[config.mk]
export PLATFORM = sky130hd
export DESIGN_NAME = ulpi_link
export DESIGN_NICKNAME = d
export VERILOG_FILES = /design/src/rtl/ulpi_link.sv
export SDC_FILE = /design/constraint.sdc
export NUM_CORES = 1
export LEC_CHECK = 0
export CORE_ASPECT_RATIO = 2
export CORE_MARGIN = 3
export CORE_UTILIZATION = 45
export CTS_BUF_LIST = sky130_fd_sc_hd__clkbuf_2 sky130_fd_sc_hd__clkbuf_4 sky130_fd_sc_hd__clkbuf_8
export DETAILED_ROUTE_END_ITERATION = 7
export PLACE_DENSITY_LB_ADDON = 0.3
export SETUP_SLACK_MARGIN = 0.3
export SYNTH_ARGS = -nofsm -noshare
export SYNTH_HDL_FRONTEND = slang
export SYNTH_SLANG_ARGS = --single-unit
[constraint.sdc]
create_clock -name i_clk -period 3.8 [get_ports i_clk]
set_input_delay 0.38 -clock i_clk [delete_from_list [all_inputs] [get_ports i_clk]]
set_output_delay 0.38 -clock i_clk [all_outputs]
set_load 0.02 [all_outputs]
[src/rtl/ulpi_link.sv]
// rtl/ulpi_link.sv - ULPI link controller: PHY reset/power-up, register access engine, RX CMD decode and RX byte stream.
module ulpi_link #(
    parameter int RST_CYCLES     = 64,
    parameter int PWRUP_CYCLES   = 256,
    parameter int TIMEOUT_CYCLES = 255,
    parameter int TO_W           = 8
) (
    input  logic       i_clk,
    input  logic       i_rst,
    input  logic       i_dir,
    input  logic       i_nxt,
    output logic       o_stp,
    output logic       o_rst,
    input  logic [7:0] i_data,
    output logic [7:0] o_data,
    input  logic       i_reg_req,
    input  logic       i_reg_we,
    input  logic [5:0] i_reg_addr,
    input  logic [7:0] i_reg_wdata,
    output logic       o_reg_ack,
    output logic [7:0] o_reg_rdata,
    output logic       o_reg_err,
    output logic       o_ready,
    output logic [7:0] o_rx_data,
    output logic       o_rx_valid,
    output logic       o_rx_last,
    output logic       o_rx_err,
    output logic [1:0] o_linestate,
    output logic [1:0] o_vbus,
    output logic       o_rxactive
);
    localparam int INIT_MAX = (RST_CYCLES > PWRUP_CYCLES) ? RST_CYCLES : PWRUP_CYCLES;
    localparam int CW = $clog2(INIT_MAX + 1);

    typedef enum logic [3:0] {
        S_RESET, S_WAIT_PHY, S_IDLE, S_WR_CMD, S_WR_DATA, S_WR_STP,
        S_RD_CMD, S_RD_TURN, S_RD_DATA, S_RX_TURN_OUT, S_RX
    } state_t;

    state_t          state_q, state_d;
    logic [CW-1:0]   init_cnt_q, init_cnt_d;
    logic [TO_W-1:0] to_cnt_q, to_cnt_d;
    logic            ack_q, ack_d, err_q, err_d;
    logic [7:0]      rdata_q, rdata_d, rx_data_q, rx_data_d;
    logic            rx_valid_q, rx_valid_d, rx_last_q, rx_last_d, rx_err_q, rx_err_d;
    logic [1:0]      linestate_q, linestate_d, vbus_q, vbus_d;
    logic            rxactive_q, rxactive_d;
    logic            pkt_open_q, pkt_open_d, err_flag_q, err_flag_d;
    logic            wait_nxt, flag_next;
    logic [7:0]      data_c;
    logic            stp_c;

    always_comb begin
        state_d     = state_q;
        init_cnt_d  = init_cnt_q;
        to_cnt_d    = to_cnt_q;
        ack_d       = 1'b0;
        err_d       = 1'b0;
        rdata_d     = rdata_q;
        rx_data_d   = rx_data_q;
        rx_valid_d  = 1'b0;
        rx_last_d   = 1'b0;
        rx_err_d    = 1'b0;
        linestate_d = linestate_q;
        vbus_d      = vbus_q;
        rxactive_d  = rxactive_q;
        pkt_open_d  = pkt_open_q;
        err_flag_d  = err_flag_q;
        wait_nxt    = 1'b0;
        flag_next   = err_flag_q;
        data_c      = 8'h00;
        stp_c       = 1'b0;

        case (state_q)
            S_RESET: begin
                if (init_cnt_q == CW'(RST_CYCLES - 1)) begin
                    state_d    = S_WAIT_PHY;
                    init_cnt_d = '0;
                end else begin
                    init_cnt_d = init_cnt_q + CW'(1);
                end
            end
            S_WAIT_PHY: begin
                if (init_cnt_q >= CW'(PWRUP_CYCLES)) begin
                    if (!i_dir) state_d = S_IDLE;
                end else begin
                    init_cnt_d = init_cnt_q + CW'(1);
                end
            end
            S_IDLE: begin
                // The IDLE cycle that sees DIR rise is the RX turnaround.
                if (i_dir) begin
                    state_d    = S_RX;
                    pkt_open_d = i_nxt;
                end else if (i_reg_req && !ack_q) begin
                    state_d = i_reg_we ? S_WR_CMD : S_RD_CMD;
                end
            end
            S_WR_CMD, S_WR_DATA, S_RD_CMD: begin
                if (state_q == S_WR_CMD)       data_c = {2'b10, i_reg_addr};
                else if (state_q == S_WR_DATA) data_c = i_reg_wdata;
                else                           data_c = {2'b11, i_reg_addr};
                if (i_dir && !i_nxt) begin
                    state_d    = S_RX;
                    pkt_open_d = 1'b0;
                end else if (i_nxt) begin
                    if (state_q == S_WR_CMD)       state_d = S_WR_DATA;
                    else if (state_q == S_WR_DATA) begin
                        state_d = S_WR_STP;
                        ack_d   = 1'b1;
                    end else                       state_d = S_RD_TURN;
                end else begin
                    wait_nxt = 1'b1;
                end
            end
            S_WR_STP: begin
                stp_c   = !i_dir;
                state_d = S_IDLE;
            end
            S_RD_TURN: begin
                if (i_dir) state_d = S_RD_DATA;
                else       wait_nxt = 1'b1;
            end
            S_RD_DATA: begin
                rdata_d = i_data;
                ack_d   = 1'b1;
                state_d = S_RX_TURN_OUT;
            end
            S_RX_TURN_OUT: begin
                if (!i_dir) state_d = S_IDLE;
            end
            S_RX: begin
                if (i_dir) begin
                    if (i_nxt) begin
                        rx_valid_d = 1'b1;
                        rx_data_d  = i_data;
                        pkt_open_d = 1'b1;
                    end else begin
                        linestate_d = i_data[1:0];
                        vbus_d      = i_data[3:2];
                        rxactive_d  = (i_data[5:4] == 2'b01);
                        flag_next   = err_flag_q | (i_data[5:4] == 2'b11);
                        err_flag_d  = flag_next;
                        if (pkt_open_q && i_data[5:4] != 2'b01) begin
                            rx_last_d  = 1'b1;
                            rx_err_d   = flag_next;
                            err_flag_d = 1'b0;
                            pkt_open_d = 1'b0;
                        end
                    end
                end else begin
                    // DIR fell: this cycle is the turnaround back to link-driven.
                    rx_last_d  = pkt_open_q;
                    rx_err_d   = pkt_open_q & err_flag_q;
                    pkt_open_d = 1'b0;
                    err_flag_d = 1'b0;
                    state_d    = S_IDLE;
                end
            end
            default: state_d = S_RESET;
        endcase

        if (wait_nxt) begin
            if (to_cnt_q == TO_W'(TIMEOUT_CYCLES - 1)) begin
                ack_d   = 1'b1;
                err_d   = 1'b1;
                state_d = S_IDLE;
            end else begin
                to_cnt_d = to_cnt_q + TO_W'(1);
            end
        end
        if (state_d != state_q) to_cnt_d = '0;
    end

    always_ff @(posedge i_clk or posedge i_rst) begin
        if (i_rst) begin
            state_q     <= S_RESET;
            init_cnt_q  <= '0;
            to_cnt_q    <= '0;
            ack_q       <= 1'b0;
            err_q       <= 1'b0;
            rdata_q     <= 8'h00;
            rx_data_q   <= 8'h00;
            rx_valid_q  <= 1'b0;
            rx_last_q   <= 1'b0;
            rx_err_q    <= 1'b0;
            linestate_q <= 2'b00;
            vbus_q      <= 2'b00;
            rxactive_q  <= 1'b0;
            pkt_open_q  <= 1'b0;
            err_flag_q  <= 1'b0;
        end else begin
            state_q     <= state_d;
            init_cnt_q  <= init_cnt_d;
            to_cnt_q    <= to_cnt_d;
            ack_q       <= ack_d;
            err_q       <= err_d;
            rdata_q     <= rdata_d;
            rx_data_q   <= rx_data_d;
            rx_valid_q  <= rx_valid_d;
            rx_last_q   <= rx_last_d;
            rx_err_q    <= rx_err_d;
            linestate_q <= linestate_d;
            vbus_q      <= vbus_d;
            rxactive_q  <= rxactive_d;
            pkt_open_q  <= pkt_open_d;
            err_flag_q  <= err_flag_d;
        end
    end

    assign o_rst       = (state_q == S_RESET);
    assign o_ready     = (state_q != S_RESET) && (state_q != S_WAIT_PHY);
    assign o_stp       = stp_c;
    assign o_data      = data_c;
    assign o_reg_ack   = ack_q;
    assign o_reg_err   = err_q;
    assign o_reg_rdata = rdata_q;
    assign o_rx_data   = rx_data_q;
    assign o_rx_valid  = rx_valid_q;
    assign o_rx_last   = rx_last_q;
    assign o_rx_err    = rx_err_q;
    assign o_linestate = linestate_q;
    assign o_vbus      = vbus_q;
    assign o_rxactive  = rxactive_q;
endmodule

# --- After elaboration in Yosys (flattened, before gate mapping) ---
# Cells that the tools add are included.
totals:
  latch_bits: 0
  elab_cells: 121
  ram_bits: 0
  memories: 0
  out_inout_bits: 37
  mem_bits_ro: 0
  register_bits: 49
op_classes:
  order_cmp: 1
  shifts: 0
  add_sub_neg: 2
  reduce_logical: 20
  bitwise_logic: 3
  div: 0
  muxes: 57
  n_eq_ne: 23
  multipliers: 0
ops:
  columns: ["operator", "count"]
  rows:
  - ["8-bit 2-to-1 mux", 6]
  - ["4-bit 2-to-1 mux", 10]
  - ["4-bit one-hot mux with 8 select lines", 1]
  - ["1-bit 2-to-1 mux", 31]
  - ["9-bit 2-to-1 mux", 2]
  - ["9-bit one-hot mux with 2 select lines", 1]
  - ["4-bit by 3-bit == test with 1-bit output, second input constant", 4]
  - ["4-bit == test, second input constant", 3]
  - ["9-bit by 1-bit adder with 9-bit output, second input constant", 1]
  - ["9-bit by 6-bit == test with 1-bit output, second input constant", 1]
  - ["9-bit >= comparator, second input constant", 1]
  - ["8-bit by 1-bit adder with 8-bit output, second input constant", 1]
  - ["4-bit by 2-bit == test with 1-bit output, second input constant", 2]
  - ["8-bit == test, second input constant", 1]
  - ["2-bit inequality test, second input constant", 4]
  - ["2-bit AND reduction", 3]
  - ["3-bit AND reduction", 2]
  - ["4-bit by 1-bit == test with 1-bit output, second input constant", 1]
  - ["1-bit logical AND", 4]
  - ["4-bit logical NOT", 1]
  - ["2-bit 2-to-1 mux", 2]
  - ["2-bit by 1-bit inequality test with 1-bit output, second input constant", 2]
  - ["4-bit by 1-bit inequality test with 1-bit output, second input constant", 1]
  - ["4-bit inequality test", 1]
  - ["other kinds (16)", 20]

# --- Longest topological paths before layout ---
depth:
  ltp_word: 11
  mapped_depth: 9
  ltp_nobuf: 8

# --- Worst setup path before layout ---
# Ideal clock, no wire load.
synth_path:
  path_kind: "register to register"
  startpoint: "register state_q[2]"
  endpoint: "register to_cnt_q[0]"
  required_ns: 3.680
  setup_slack_ns: 1.582
  path_stages_with_launch: 9
  t_arrival_ns: 2.099
  path_cell_list: "dfrtp_1 > buf_4 > or2_2 > nor3_1 > and3_1 > o211a_1 > or4_1 > buf_6 > nor2_2"
synth_via:
  word_cells_on_any_way: 32
synth_rtl:
  columns: ["element", "line", "source"]
  rows:
  - ["start: declaration", "40", "state_t state_q, state_d;"]
  - ["start signal: assignment", "193", "state_q <= state_d;"]
  - ["4-bit logical NOT (*)", null, null]
  - ["net o_rst", "13", "output logic o_rst,"]
  - ["4-bit one-hot mux with 8 select lines (*)", "74", "case (state_q)"]
  - ["4-bit 2-to-1 mux", "164", "if (to_cnt_q == TO_W'(TIMEOUT_CYCLES - 1)) begin"]
  - ["4-bit 2-to-1 mux (*)", "163", "if (wait_nxt) begin"]
  - ["4-bit inequality test (*)", "172", "if (state_d != state_q) to_cnt_d = '0;"]
  - ["2-bit by 1-bit inequality test with 1-bit output (no source line) or 2-bit nonzero test (tied branches)", null, null]
  - ["2-bit AND reduction (no source line)", null, null]
  - ["end signal: assignment", "195", "to_cnt_q <= to_cnt_d;"]
  - ["end: declaration", "42", "logic [TO_W-1:0] to_cnt_q, to_cnt_d;"]
# Mark *: on every way through the listed nets, which the timed path passes. The rest lies on a longest branch.
# A chain may end at the register's enable or synchronous reset.

# --- Final worst setup path ---
layout_path:
  startpoint: "register state_q[0]"
  endpoint: "output port o_data[2]"
layout_via:
  elab_chain_len: 4
  word_cells_on_any_way: 7
layout_rtl:
  columns: ["element", "line", "source"]
  rows:
  - ["4-bit by 3-bit == test with 1-bit output", "74, 101", null]
  - ["8-bit 2-to-1 mux", "101", "else if (state_q == S_WR_DATA) data_c = i_reg_wdata;"]
  - ["8-bit 2-to-1 mux", "100", "if (state_q == S_WR_CMD) data_c = {2'b10, i_reg_addr};"]
  - ["8-bit 2-to-1 mux (*)", "74", null]
  - ["end: declaration", "15", "output logic [7:0] o_data,"]
# Every way passes the cells marked *; elsewhere a longest branch is shown, timed or not.

==> run metrics <==
commonest register cell after synthesis dfrtp_1; final-report hold violation count 0; Rel. slew slack 0.335; warnings from Yosys 0; Synth top cells by count dfrtp_1 (49), nor2_1 (41), a21oi_1 (22); worst path bufs/invs 1; critical path's slowest cell dfrtp_1; syn_nets 325; register area 1230 sq um; placeable core region 5810 sq um; max_cap viols 0; status finished, final reports clean; Total Nets Final 383; syn_area_per_cell 9.38 sq um; TritonCTS clock tree built; vias post-DR 2321; Slew @ Worst Pin 0.996 ns; CP arrival 2.65 ns; hold_buf cts 0; maximum buffer depth of the clock tree 2; post-route clock period utilization 0.797; CP Class flip-flop to output port; total global-route track usage 0.196; Antenna diodes 0; Synth top area share 0.446; H-tree depth 2; Top delay family on crit path flip-flops; TritonCTS Sinks 49; Routed WL per cell 15.7 um; CP most frequent cell nor2_1; Chip Width 61.3 um; Ports 65; Post-Syn Instances 293; Logic pwr share 0.483; crit-path max FO 24; IO Port Bufs 64; Setup WS pre-CTS 0.920 ns; Slew Viols, Final 0; Sw Share 0.415; leak pwr 1.47 nW; Final setup viols 0; Internal 1.33 mW; Netlist cell types 52; largest cells by area after synthesis dfrtp_1 (45%), mux2_2 (8.2%), nor2_1 (5.6%); multi-input logic area 1390 sq um; register share of total power 0.376; clk_skew 0.00750 ns; HPWL Detailed 4.83 mm; Setup crit start kind flip-flop; vias per cell 5.62; Switch Pwr 0.940 mW; sequential area share after synthesis 0.446; largest net degree at the start of global routing 50; initial core utilization 0.473; fillers 513; Final WS setup 0.770 ns; number of global-route vias before repair 2344; count leader, synth dfrtp_1; fraction of layout cells with a size suffix above 1 0.131; drt pass-1 iters 4; worst stage delay on the critical path 0.82 ns; power per cell area 648 nW/um^2; worst path cell trace nand2_2 > nor2_1 > a21oi_1 > nor2_1 > clkdlybuf4s50_1; Die Y 117 um; Synth Register Bits 49; clock root buffer clkbuf_8; Remaining Overflow, GRT 0; worst skew pair latency 0.31 ns; die area 7140 sq um; Peak Freq 330 MHz; antenna violations before repair 0; ys async rst share 1.00; Final GP Congestion 0.870; peak supply drop 418 uV; postcts setup bufs 0; Cell Area, Synth 2750 sq um; post-layout minimum cycle time 3.03 ns; power share of the clock group 0.141; EDFF count, synth 0; post-cts resize count 0; Area Overhead vs Synth 27.2%; first-pass GRT wire length 10.6 mm; Routed Antenna Nets 0; Worst Setup End Kind output port; WP data required 3.42 ns; RSZ-0062 raised after global routing false; routed wire length 6.50 mm; CTS clock-pin slew for the worst setup and hold paths 0.10 ns; setup_tns 0 ns; CTS Buf Count 5; post-synth top area cell dfrtp_1; First DRT Iteration DRCs 63; Hold Path Class flip-flop to flip-flop; # rows 39; DRC 0
-- metal layers --
| metal | global-route usage | vias up | part of all wire |
|---|---|---|---|
| met5 | 0 | - | 0 |
| met4 | 0.0796 | 0 | 0.020 |
| met3 | 0.0409 | 10 | 0.045 |
| met2 | 0.349 | 57 | 0.56 |
| met1 | 0.218 | 1129 | 0.38 |
| li1 | - | 1125 | - |
-- path summary, 6_finish.rpt --
kind	start	end	slack [ns]	cells after the start
worst max-delay path	state_q[0]	o_data[2]	0.77	5
worst min-delay path	init_cnt_q[4]	init_cnt_q[4]	0.50	1
worst max register to register	state_q[0]	to_cnt_q[0]	1.08	7
worst min register to register	init_cnt_q[4]	init_cnt_q[4]	0.50	1
max in group asynchronous	i_rst	to_cnt_q[2]	2.56	2
min in group asynchronous	i_rst	o_rx_valid	0.62	2
-- state kept, by name, indices dropped and copies added, names as in the netlist --
| name | count |
|---|---|
| o_linestate | 2 |
| pkt_open_q | 1 |
| o_rx_valid | 1 |
| err_flag_q | 1 |
| to_cnt_q | 8 |
| o_reg_ack | 1 |
| o_reg_rdata | 8 |
| o_rxactive | 1 |
| o_rx_err | 1 |
| init_cnt_q | 9 |
| o_reg_err | 1 |
| state_q | 4 |
| o_rx_data | 8 |
| o_rx_last | 1 |
| o_vbus | 2 |
-- cell usage in the layout (no fill, tap or decap), types with 2 or more instances in the layout --
master,instances
nor4_1,2
nand4_1,3
nor2_2,8
dfrtp_1,49
mux2_2,20
nor2b_1,4
nand3b_1,2
o2111ai_1,2
nor3_1,5
clkdlybuf4s50_1,64
buf_4,2
and3_1,5
clkinv_4,2
o22ai_1,3
xnor2_1,11
xor2_1,3
a21o_1,2
nor2_1,41
o21ai_0,13
mux2i_1,6
a21oi_1,22
ha_1,4
inv_1,13
nand2_1,19
a31oi_1,3
nand2b_1,5
o41ai_1,2
nand3_1,8
clkbuf_8,5
-- cell type report --
cell class	count	area share
clock buffer	5	0.0197
clock inverter	3	0.00752
inverter	14	0.0150
multi-input combinational	215	0.398
sequential	49	0.351
tap	61	0.0218
timing repair buffer	66	0.188
-- cell families after synthesis --
logic type / share of synthesized area
and+or+nand+nor: 0.204
AOI/OAI and AO/OA: 0.135
DFF: 0.446
buffers and inverters: 0.0478
muxes: 0.104
xor gates and xnor gates: 0.0446
adders and majority gates: 0.0182
-- through the flow --
step	cells	area, sq um	power (mW)	util	hold WS (ns)
global placement	405	3400	1.94	0.586	0.488
CTS	413	3500	2.29	0.602	0.503
finish	413	3500	2.27	0.602	0.498
floorplan	293	2750	1.57	-	0.459
detailed placement	405	3400	1.95	0.586	0.486
global route	413	3500	2.42	0.602	0.528
-- power by group through the flow --
stage | clock network (mW) | logic (mW) | registers (mW)
6_report | 0.320 | 1.09 | 0.852
5_1_grt | 0.353 | 1.19 | 0.879
4_1_cts | 0.334 | 1.10 | 0.851
3_5_place_dp | 0 | 1.09 | 0.861
3_3_place_gp | 0 | 1.08 | 0.859
2_1_floorplan | 0 | 0.688 | 0.887
No activity file was read; power rests on OpenSTA's default activity.
